## src/rtl/uart_pkg.sv

```systemverilog
// Shared UART definitions: frame geometry, default bit timing and receiver states.
package uart_pkg;

  localparam int unsigned DEFAULT_CYCLES_PER_BIT = 434;
  localparam int unsigned FRAME_DATA_BITS        = 8;

  typedef enum logic [2:0] {
    IDLE,
    START,
    DATA,
    STOP,
    WAIT_IDLE
  } rx_state_e;

endpackage

```

## src/rtl/uart_receiver_if.sv

```systemverilog
// Serial-in / byte-out signal bundle of the UART receiver.
interface uart_receiver_if;
  import uart_pkg::*;

  logic                             i_rx;
  logic [FRAME_DATA_BITS-1:0]       o_data;
  logic                             o_valid;
  logic                             o_frame_err;
  logic                             o_busy;

  // slave: the receiver itself; master: line driver and byte consumer
  modport slave  (input  i_rx, output o_data, output o_valid, output o_frame_err, output o_busy);
  modport master (output i_rx, input  o_data, input  o_valid, input  o_frame_err, input  o_busy);
endinterface

```

## src/rtl/uart_rx_sync.sv

```systemverilog
// Metastability synchroniser for the asynchronous rx line; resets to the idle (high) level.
module uart_rx_sync #(
  parameter int unsigned SYNC_STAGES = 2
) (
  input  logic clk,
  input  logic r_reset,
  input  logic async_in,
  output logic sync_out
);

  logic [SYNC_STAGES-1:0] chain;

  always_ff @(posedge clk) begin
    if (r_reset) chain <= '1;
    else         chain <= {chain[SYNC_STAGES-2:0], async_in};
  end

  assign sync_out = chain[SYNC_STAGES-1];

endmodule

```

## src/rtl/uart_receiver.sv

```systemverilog
// 8N1 UART receiver: start-bit qualification at half a bit, mid-bit data sampling,
// stop-bit check with a one-cycle valid or frame-error strobe.
module uart_receiver
  import uart_pkg::*;
#(
  parameter int unsigned CYCLES_PER_BIT = DEFAULT_CYCLES_PER_BIT,
  parameter int unsigned SYNC_STAGES    = 2
) (
  input  logic            clk,
  input  logic            r_reset,
  uart_receiver_if.slave  rx_if
);

  localparam int unsigned CYC_W = $clog2(CYCLES_PER_BIT);
  localparam int unsigned HALF  = CYCLES_PER_BIT / 2;
  localparam int unsigned IDX_W = $clog2(FRAME_DATA_BITS);

  localparam logic [CYC_W-1:0] CYC_HALF_LAST = CYC_W'(HALF - 1);
  localparam logic [CYC_W-1:0] CYC_BIT_LAST  = CYC_W'(CYCLES_PER_BIT - 1);
  localparam logic [IDX_W-1:0] IDX_LAST      = IDX_W'(FRAME_DATA_BITS - 1);

  logic rx_s;

  rx_state_e                  state, state_nx;
  logic [CYC_W-1:0]           cyc, cyc_nx;
  logic [IDX_W-1:0]           bit_idx, bit_idx_nx;
  logic [FRAME_DATA_BITS-1:0] shreg, shreg_nx;
  logic [FRAME_DATA_BITS-1:0] data_q, data_nx;
  logic                       valid_q, valid_nx;
  logic                       ferr_q, ferr_nx;
  logic                       busy_q;

  uart_rx_sync #(
    .SYNC_STAGES (SYNC_STAGES)
  ) u_sync (
    .clk      (clk),
    .r_reset  (r_reset),
    .async_in (rx_if.i_rx),
    .sync_out (rx_s)
  );

  // Next-state and next-output logic
  always_comb begin
    state_nx   = state;
    cyc_nx     = cyc + CYC_W'(1);
    bit_idx_nx = bit_idx;
    shreg_nx   = shreg;
    data_nx    = data_q;
    valid_nx   = 1'b0;
    ferr_nx    = 1'b0;

    unique case (state)
      IDLE: begin
        cyc_nx = '0;
        if (!rx_s) state_nx = START;
      end
      START: begin
        // A start bit must still be low half a bit later; otherwise it was a glitch.
        if (cyc == CYC_HALF_LAST) begin
          cyc_nx     = '0;
          bit_idx_nx = '0;
          state_nx   = rx_s ? IDLE : DATA;
        end
      end
      DATA: begin
        if (cyc == CYC_BIT_LAST) begin
          cyc_nx            = '0;
          shreg_nx[bit_idx] = rx_s;
          if (bit_idx == IDX_LAST) state_nx   = STOP;
          else                     bit_idx_nx = bit_idx + IDX_W'(1);
        end
      end
      STOP: begin
        // Leaving at mid-stop-bit leaves half a bit of slack for the next start edge.
        if (cyc == CYC_BIT_LAST) begin
          cyc_nx = '0;
          if (rx_s) begin
            data_nx  = shreg;
            valid_nx = 1'b1;
            state_nx = IDLE;
          end else begin
            ferr_nx  = 1'b1;
            state_nx = WAIT_IDLE;
          end
        end
      end
      WAIT_IDLE: begin
        cyc_nx = '0;
        if (rx_s) state_nx = IDLE;
      end
      default: begin
        cyc_nx   = '0;
        state_nx = IDLE;
      end
    endcase
  end

  // State and output registers
  always_ff @(posedge clk) begin
    if (r_reset) begin
      state   <= IDLE;
      cyc     <= '0;
      bit_idx <= '0;
      shreg   <= '0;
      data_q  <= '0;
      valid_q <= 1'b0;
      ferr_q  <= 1'b0;
      busy_q  <= 1'b0;
    end else begin
      state   <= state_nx;
      cyc     <= cyc_nx;
      bit_idx <= bit_idx_nx;
      shreg   <= shreg_nx;
      data_q  <= data_nx;
      valid_q <= valid_nx;
      ferr_q  <= ferr_nx;
      busy_q  <= (state_nx != IDLE);
    end
  end

  assign rx_if.o_data      = data_q;
  assign rx_if.o_valid     = valid_q;
  assign rx_if.o_frame_err = ferr_q;
  assign rx_if.o_busy      = busy_q;

endmodule
```

## src/flat_wrapper.sv

```systemverilog
// flat-port wrapper written by rule: the top's interface ports become plain ports
module uart_receiver_flat import uart_pkg::*;
#(
  parameter int unsigned CYCLES_PER_BIT = DEFAULT_CYCLES_PER_BIT,
  parameter int unsigned SYNC_STAGES    = 2
)
  (clk, r_reset, rx_if_i_rx, rx_if_o_data, rx_if_o_valid, rx_if_o_frame_err, rx_if_o_busy);
  uart_receiver_if rx_if_i ();
  input  logic clk;
  input  logic r_reset;
  input wire logic [$bits(rx_if_i.i_rx)-1:0] rx_if_i_rx;
  output wire logic [$bits(rx_if_i.o_data)-1:0] rx_if_o_data;
  output wire logic [$bits(rx_if_i.o_valid)-1:0] rx_if_o_valid;
  output wire logic [$bits(rx_if_i.o_frame_err)-1:0] rx_if_o_frame_err;
  output wire logic [$bits(rx_if_i.o_busy)-1:0] rx_if_o_busy;
  assign rx_if_i.i_rx = rx_if_i_rx;
  assign rx_if_o_data = rx_if_i.o_data;
  assign rx_if_o_valid = rx_if_i.o_valid;
  assign rx_if_o_frame_err = rx_if_i.o_frame_err;
  assign rx_if_o_busy = rx_if_i.o_busy;
  uart_receiver #(.CYCLES_PER_BIT(CYCLES_PER_BIT), .SYNC_STAGES(SYNC_STAGES)) u_core (.clk(clk), .r_reset(r_reset), .rx_if(rx_if_i));
endmodule
```

## config.mk

```make
export PLATFORM = sky130hd
export DESIGN_NAME = uart_receiver_flat
export DESIGN_NICKNAME = d
export VERILOG_FILES = /design/src/rtl/uart_pkg.sv /design/src/rtl/uart_receiver_if.sv /design/src/rtl/uart_rx_sync.sv /design/src/rtl/uart_receiver.sv /design/src/flat_wrapper.sv
export SDC_FILE = /design/constraint.sdc
export NUM_CORES = 1
export LEC_CHECK = 0
export BUFFER_PORTS_ARGS = -buffer_cell sky130_fd_sc_hd__buf_2
export CELL_PAD_IN_SITES_DETAIL_PLACEMENT = 1
export CELL_PAD_IN_SITES_GLOBAL_PLACEMENT = 1
export CORE_MARGIN = 2
export CORE_UTILIZATION = 46
export DETAILED_ROUTE_END_ITERATION = 12
export HOLD_SLACK_MARGIN = 0.06
export PLACE_DENSITY_LB_ADDON = 0.1
export SLEW_MARGIN = 20
export SYNTH_ARGS = -nofsm -noshare
export SYNTH_HDL_FRONTEND = slang
export SYNTH_SLANG_ARGS = --single-unit
```

## constraint.sdc

```tcl
create_clock -name clk -period 1.9 [get_ports clk]
set_clock_uncertainty 0.05 [all_clocks]
set_input_delay 0.285 -clock clk [delete_from_list [all_inputs] [get_ports clk]]
set_output_delay 0.285 -clock clk [all_outputs]
set_load 0.05 [all_outputs]
```

# Word level (Yosys, flattened, before mapping)
# Index checks and enable logic that the tools add are counted.
# word_totals
wordCells	55
mem_bits_ro	0
ff_bits	36
memories	0
output_inout_bits	11
latch_bits	0
inputBits	3
ramBits	0
# classes
bitwise	2
n_shift	0
n_div	0
n_addsub	2
order_cmp	2
n_mul	0
reduce_logical	9
n_eq_ne	10
mux	21
# op_table
op	count
$mux W3	10
$mux W9	2
$pmux W9 S2	1
$pmux W3 S5	1
$add A9 B1 Y9 const B	1
$eq A9 B8 Y1 const B	1
$eq A9 B9 Y1 const B	1
$bwmux W8	1
$eq A3 B2 Y1 const B	2
$eq A3 B3 Y1 const B	2
$pmux W3 S2	1
$lt A3 B4 Y1 const B	1
$ne A2 B1 Y1 const B	2
$reduce_and A4 Y1	1
$add A3 B1 Y3 const B	1
$demux W1 S3	1
$eq A3 B1 Y1 const B	1
$ge A3 B1 Y1 const B	1
$logic_not A3 Y1	1
$mux W1	3
$reduce_and A3 Y1	1
$reduce_bool A3 Y1	1
$reduce_or A3 Y1	1
$mux W2	1
other kinds (6)	7

# Logic depth before layout (Yosys ltp)
# logic_depth
ltp_word	5
mapped_depth	7
depth_no_buf	6

# Modules after synthesis
# From an unflattened synthesis, not the netlist that was laid out.
# hier_totals
cells_unflattened	174
hier_area_um2	1711.6
# by_module_without_submodules
module	area_each_um2	n_inst	cells_per_inst
uart_receiver	1659.1	1	170
uart_rx_sync	52.6	1	4

# Worst setup path after synthesis
# No wires, ideal clock.
# synth_path
path_kind	register -> register
start	register u_core.cyc[0]
end	register u_core.bit_idx[0]
path_slack_ns	0.180
synth_period_minus_slack_ns	1.720
n_path_buf	0
stages_incl_launch_ff	6
arrival_time_ns	1.549
path_cell_list	dfxtp_1 ha_1 and4bb_2 a41oi_2 nor3_2 mux2_2
# synth_via
elab_chain_len	3
# synth_rtl
item	line_no	source
start: declaration	uart_receiver.sv:25	logic [CYC_W-1:0] cyc, cyc_nx;
start signal: assignment	uart_receiver.sv:111	cyc <= cyc_nx;
$eq A9 B9 Y1 / $eq A9 B8 Y1 (equally long branches)	uart_receiver.sv:66, uart_receiver.sv:59	
$ne A2 B1 Y1 (no line)	-	
$reduce_and A4 Y1 (no line) *	-	
end signal: assignment	uart_receiver.sv:112	bit_idx <= bit_idx_nx;
end: declaration	uart_receiver.sv:26	logic [IDX_W-1:0] bit_idx, bit_idx_nx;
# Mark *: on every way between the ends. The rest lies on a longest branch, timed or not.
# A chain may end at the register's enable or synchronous reset.

# Worst setup path in the final report
# layout_path
start	register u_core.cyc[1]
end	register u_core.bit_idx[0]
# Same word-level chain as after synthesis.

==> flow_metrics.py <==
metrics = {
    "floorplanning": {
        "design.core.area_mm2": 0.00366,
        "die_area_mm2": 0.00430,
        "dieHeight_um": 65.6,
        "io-pin-count": 14,
        "die-width_um": 65.6,
        "rows": 22,
        "initial_core_util_pct": 47.6,
    },
    "synth": {
        "postSynthNetCount": 184,
        "synth.ff_latch_count": 36,
        "cell_count_after_synthesis": 176,
        "avgSynthCellArea_um2": 9.91,
        "synth_flop_cell": "sky130_fd_sc_hd__dfxtp_1",
        "postSynth.asyncResetShare_pct": 0,
        "synth_edf_count": 0,
        "ys_warns": 0,
        "synth_sequential_area_ratio_pct": 41.3,
        "unique_masters_post_synth": 45,
        "syn_area_mm2": 0.00174,
    },
    "global_route": {
        "largest_net_degree_at_the_start_of_global_routing": 14,
        "groute.usage.overall_pct": 20.3,
        "first_global_vias": 1389,
        "antenna_found_initial": 0,
        "gr-total-overflow": 0,
        "grt_pass1_wl_um": 6590,
    },
    "setup_path": {
        "critical_path.reg2reg.endpoint": "u_core.bit_idx[0]$_SDFFE_PP0P_",
        "criticalPathCategory": "flop to flop",
        "timing.critical_path.cells": "inv_1 > ha_2 > and4bb_2 > a41oi_2 > nor3_2 > mux2_2",
        "crit_required_ns": 2.02,
        "rrSetupSlack_ns": 0.10,
        "cp.arrival_ns": 1.92,
        "reg2reg_depth": 6,
        "worstSetupEndpointType": "flop",
        "cp_max_fo": 4,
        "crit-reg2reg-launch": "u_core.cyc[1]$_SDFF_PP0_",
        "cp_slowest_stage_delay_ns": 0.36,
        "cpMaxStageDelayCell": "sky130_fd_sc_hd__mux2_2",
        "worstSetupStartpointType": "flop",
    },
    "place": {
        "dp_hpwl_um": 2710,
        "gp_congestion": 0.747,
        "place_worst_setup_slack_ns": 0.0274,
        "place.port_buffers": 13,
    },
    "sta": {
        "grt_setup_unrepaired": "false",
        "period_minus_slack_ns": 1.80,
        "finalSetupViolCount": 0,
        "final_hold_vios": 0,
        "setup_total_negative_slack_ns": 0,
        "max_clock_freq_ghz": 0.556,
        "timing.final.max_slew_violations": 0,
        "min_period_over_period_pct": 94.7,
        "timing_worst_slew_pin_value_ns": 0.402,
        "worst_slew_margin_rel_pct": 73.2,
        "final_worst_setup_slack_ns": 0.101,
    },
    "finish": {
        "drive_above_1_share_pct": 24.4,
        "antenna_cells_inserted": 0,
        "fillerInstances": 405,
        "flow.area_growth_from_synthesis_pct": 13.4,
        "final_util_pct": 54.0,
        "final_cell_mix": "sky130_fd_sc_hd__dfxtp_1, sky130_fd_sc_hd__nor2_1, sky130_fd_sc_hd__mux2i_1",
        "layout_commonest_cell": "sky130_fd_sc_hd__dfxtp_1",
        "final_net_count": 205,
    },
    "drt": {
        "drt-wirelength-per-cell_um": 15.4,
        "ant_nets": 0,
        "num_vias": 1298,
        "firstDrtPassIters": 4,
        "viasPerCell": 5.30,
        "drc": 0,
        "routed_wirelength_um": 3770,
        "dr.first_iter.drc_count": 59,
    },
    "run_status": {
        "status": "finished clean",
    },
    "clock_tree": {
        "cts-buffers-inserted": 5,
        "htreeDepth": 2,
        "holdBufCountCts": 0,
        "path_clk_slew_ns": 0.07,
        "root_buffer": "sky130_fd_sc_hd__clkbuf_8",
        "worst_skew_pair.late_latency_ns": 0.28,
        "clock_tree.buffer_depth": 2,
        "tritoncts": "built",
        "clock-sinks": 36,
    },
    "hold_path": {
        "holdCritPathClass": "primary input to flop",
        "timing.hold.worst_endpoint": "u_core.u_sync.chain[0]$_SDFF_PP1_",
        "holdPathStages": 2,
        "holdCritStartpoint": "rx_if_i_rx",
    },
    "run": {
        "max_cap_viol_count": 0,
    },
    "power": {
        "leakage_power_summed_over_all_cells_nw": 0.837,
        "power_density_mw_per_mm2": 708,
        "report.power.total_mw": 1.40,
        "irDropWorstVdd_v": 0.000347,
    },
}
## critical path: cells and delay by family, from the launching register on
family	cells	cell delay (ns)
flops	1	0.34
simple gates	2	0.50
mux	1	0.36
fa+ha+maj	1	0.21
buf+inv	1	0.09
compound gates	1	0.15
## cells in the mapped netlist (2+ instances only)
| cell type | instances | share of area (%) |
|---|---|---|
| sky130_fd_sc_hd__dfxtp_1 | 36 | 41 |
| sky130_fd_sc_hd__nor2_1 | 27 | 5.8 |
| sky130_fd_sc_hd__mux2i_1 | 17 | 9.8 |
| sky130_fd_sc_hd__nand2_1 | 15 | 3.2 |
| sky130_fd_sc_hd__nand3_1 | 8 | 2.3 |
| sky130_fd_sc_hd__inv_1 | 7 | 1.5 |
| sky130_fd_sc_hd__ha_1 | 5 | 3.6 |
| sky130_fd_sc_hd__xnor2_1 | 5 | 2.5 |
| sky130_fd_sc_hd__nor2b_1 | 4 | 1.4 |
| sky130_fd_sc_hd__a31oi_1 | 3 | 1.1 |
| sky130_fd_sc_hd__buf_6 | 3 | 1.9 |
| sky130_fd_sc_hd__nor3_1 | 3 | 0.86 |
| sky130_fd_sc_hd__and3_1 | 2 | 0.72 |
| sky130_fd_sc_hd__and4bb_2 | 2 | 1.4 |
| sky130_fd_sc_hd__buf_4 | 2 | 0.86 |
| sky130_fd_sc_hd__clkbuf_1 | 2 | 0.43 |
| sky130_fd_sc_hd__nand4_1 | 2 | 0.72 |
| sky130_fd_sc_hd__nor4_4 | 2 | 2.4 |
| sky130_fd_sc_hd__o21ai_0 | 2 | 0.57 |
| sky130_fd_sc_hd__or2_2 | 2 | 0.72 |
| sky130_fd_sc_hd__or3b_4 | 2 | 1.3 |
| sky130_fd_sc_hd__xor2_1 | 2 | 1.0 |
## metrics by stage
stage | std cells | instance area (um^2) | hold slack, ns
global placement | 236 | 1860 | 0.345
detailed placement | 236 | 1860 | 0.355
floorplan | 176 | 1740 | 0.339
finish | 245 | 1980 | 0.140
global route | 245 | 1980 | 0.145
CTS | 244 | 1960 | 0.129
## kinds of logic (layout without fill, tap and decap cells)
group / count (synthesis) / in the layout / share of synthesized area, %
AO/OA/AOI/OAI: 15 / 15 / 7.17
XOR/XNOR: 7 / 7 / 3.52
adder cells (fa/ha/maj): 5 / 5 / 3.59
buffers and inverters: 14 / 35 / 4.73
flip-flops: 36 / 36 / 41.3
multiplexers: 18 / 18 / 10.4
AND/OR/NAND/NOR: 81 / 81 / 29.3
## worst max path at each step
| stage | from | to | slack, ns | depth (start not counted) |
|---|---|---|---|---|
| 2_1_floorplan | u_core.cyc[0]$_SDFF_PP0_ | u_core.bit_idx[0]$_SDFFE_PP0P_ | 0.18 | 5 |
| 3_3_place_gp | u_core.cyc[0]$_SDFF_PP0_ | u_core.bit_idx[0]$_SDFFE_PP0P_ | 0.11 | 5 |
| 3_5_place_dp | u_core.cyc[0]$_SDFF_PP0_ | u_core.bit_idx[0]$_SDFFE_PP0P_ | 0.03 | 5 |
| 4_1_cts | u_core.cyc[0]$_SDFF_PP0_ | u_core.bit_idx[0]$_SDFFE_PP0P_ | 0.02 | 5 |
| 5_1_grt | u_core.bit_idx[1]$_SDFFE_PP0P_ | u_core.bit_idx[0]$_SDFFE_PP0P_ | 0.003 | 6 |
| 6_report | u_core.cyc[1]$_SDFF_PP0_ | u_core.bit_idx[0]$_SDFFE_PP0P_ | 0.10 | 6 |
## registers in the layout, indices dropped and copies added (netlist names)
signal and count:
u_core.bit_idx 3, u_core.state 3, u_core.rx_if.o_valid 1, u_core.shreg 8
u_core.cyc 9, u_core.u_sync.chain 2, u_core.rx_if.o_frame_err 1, u_core.rx_if.o_data 8
u_core.rx_if.o_busy 1
## power by group
part,total [mW],internal (mW),switching (mW)
combinational,0.0527,0.0187,0.0340
sequential,0.766,0.760,0.00677
clock,0.581,0.323,0.258
total,1.40,1.10,0.299
## cell type report
type | count | area, um^2 | share of cell area [%]
Clock buffer | 7 | 96.3 | 4.87
Inverter | 7 | 26.3 | 1.33
Multi-Input combinational cell | 126 | 943 | 47.7
Sequential cell | 36 | 723 | 36.6
Tap cell | 48 | 60.1 | 3.04
Timing Repair Buffer | 21 | 129 | 6.51
## repair_timing
item / CTS / global route
buffers inserted: 1 / 1
endpoints found under the setup margin: 1 / 18
gates resized for setup: 0 / 4
pin swaps: 1 / 1
## layer usage
layer / track usage (%) / vias up / part of all wire (%)
li1: - / 653 / -
met1: 26.9 / 629 / 48
met2: 32.4 / 14 / 50
met3: 4.62 / 2 / 2.1
met4: 7.03 / 0 / 0.45
met5: 0 / - / 0
No activity file was read; power rests on OpenSTA's default activity.
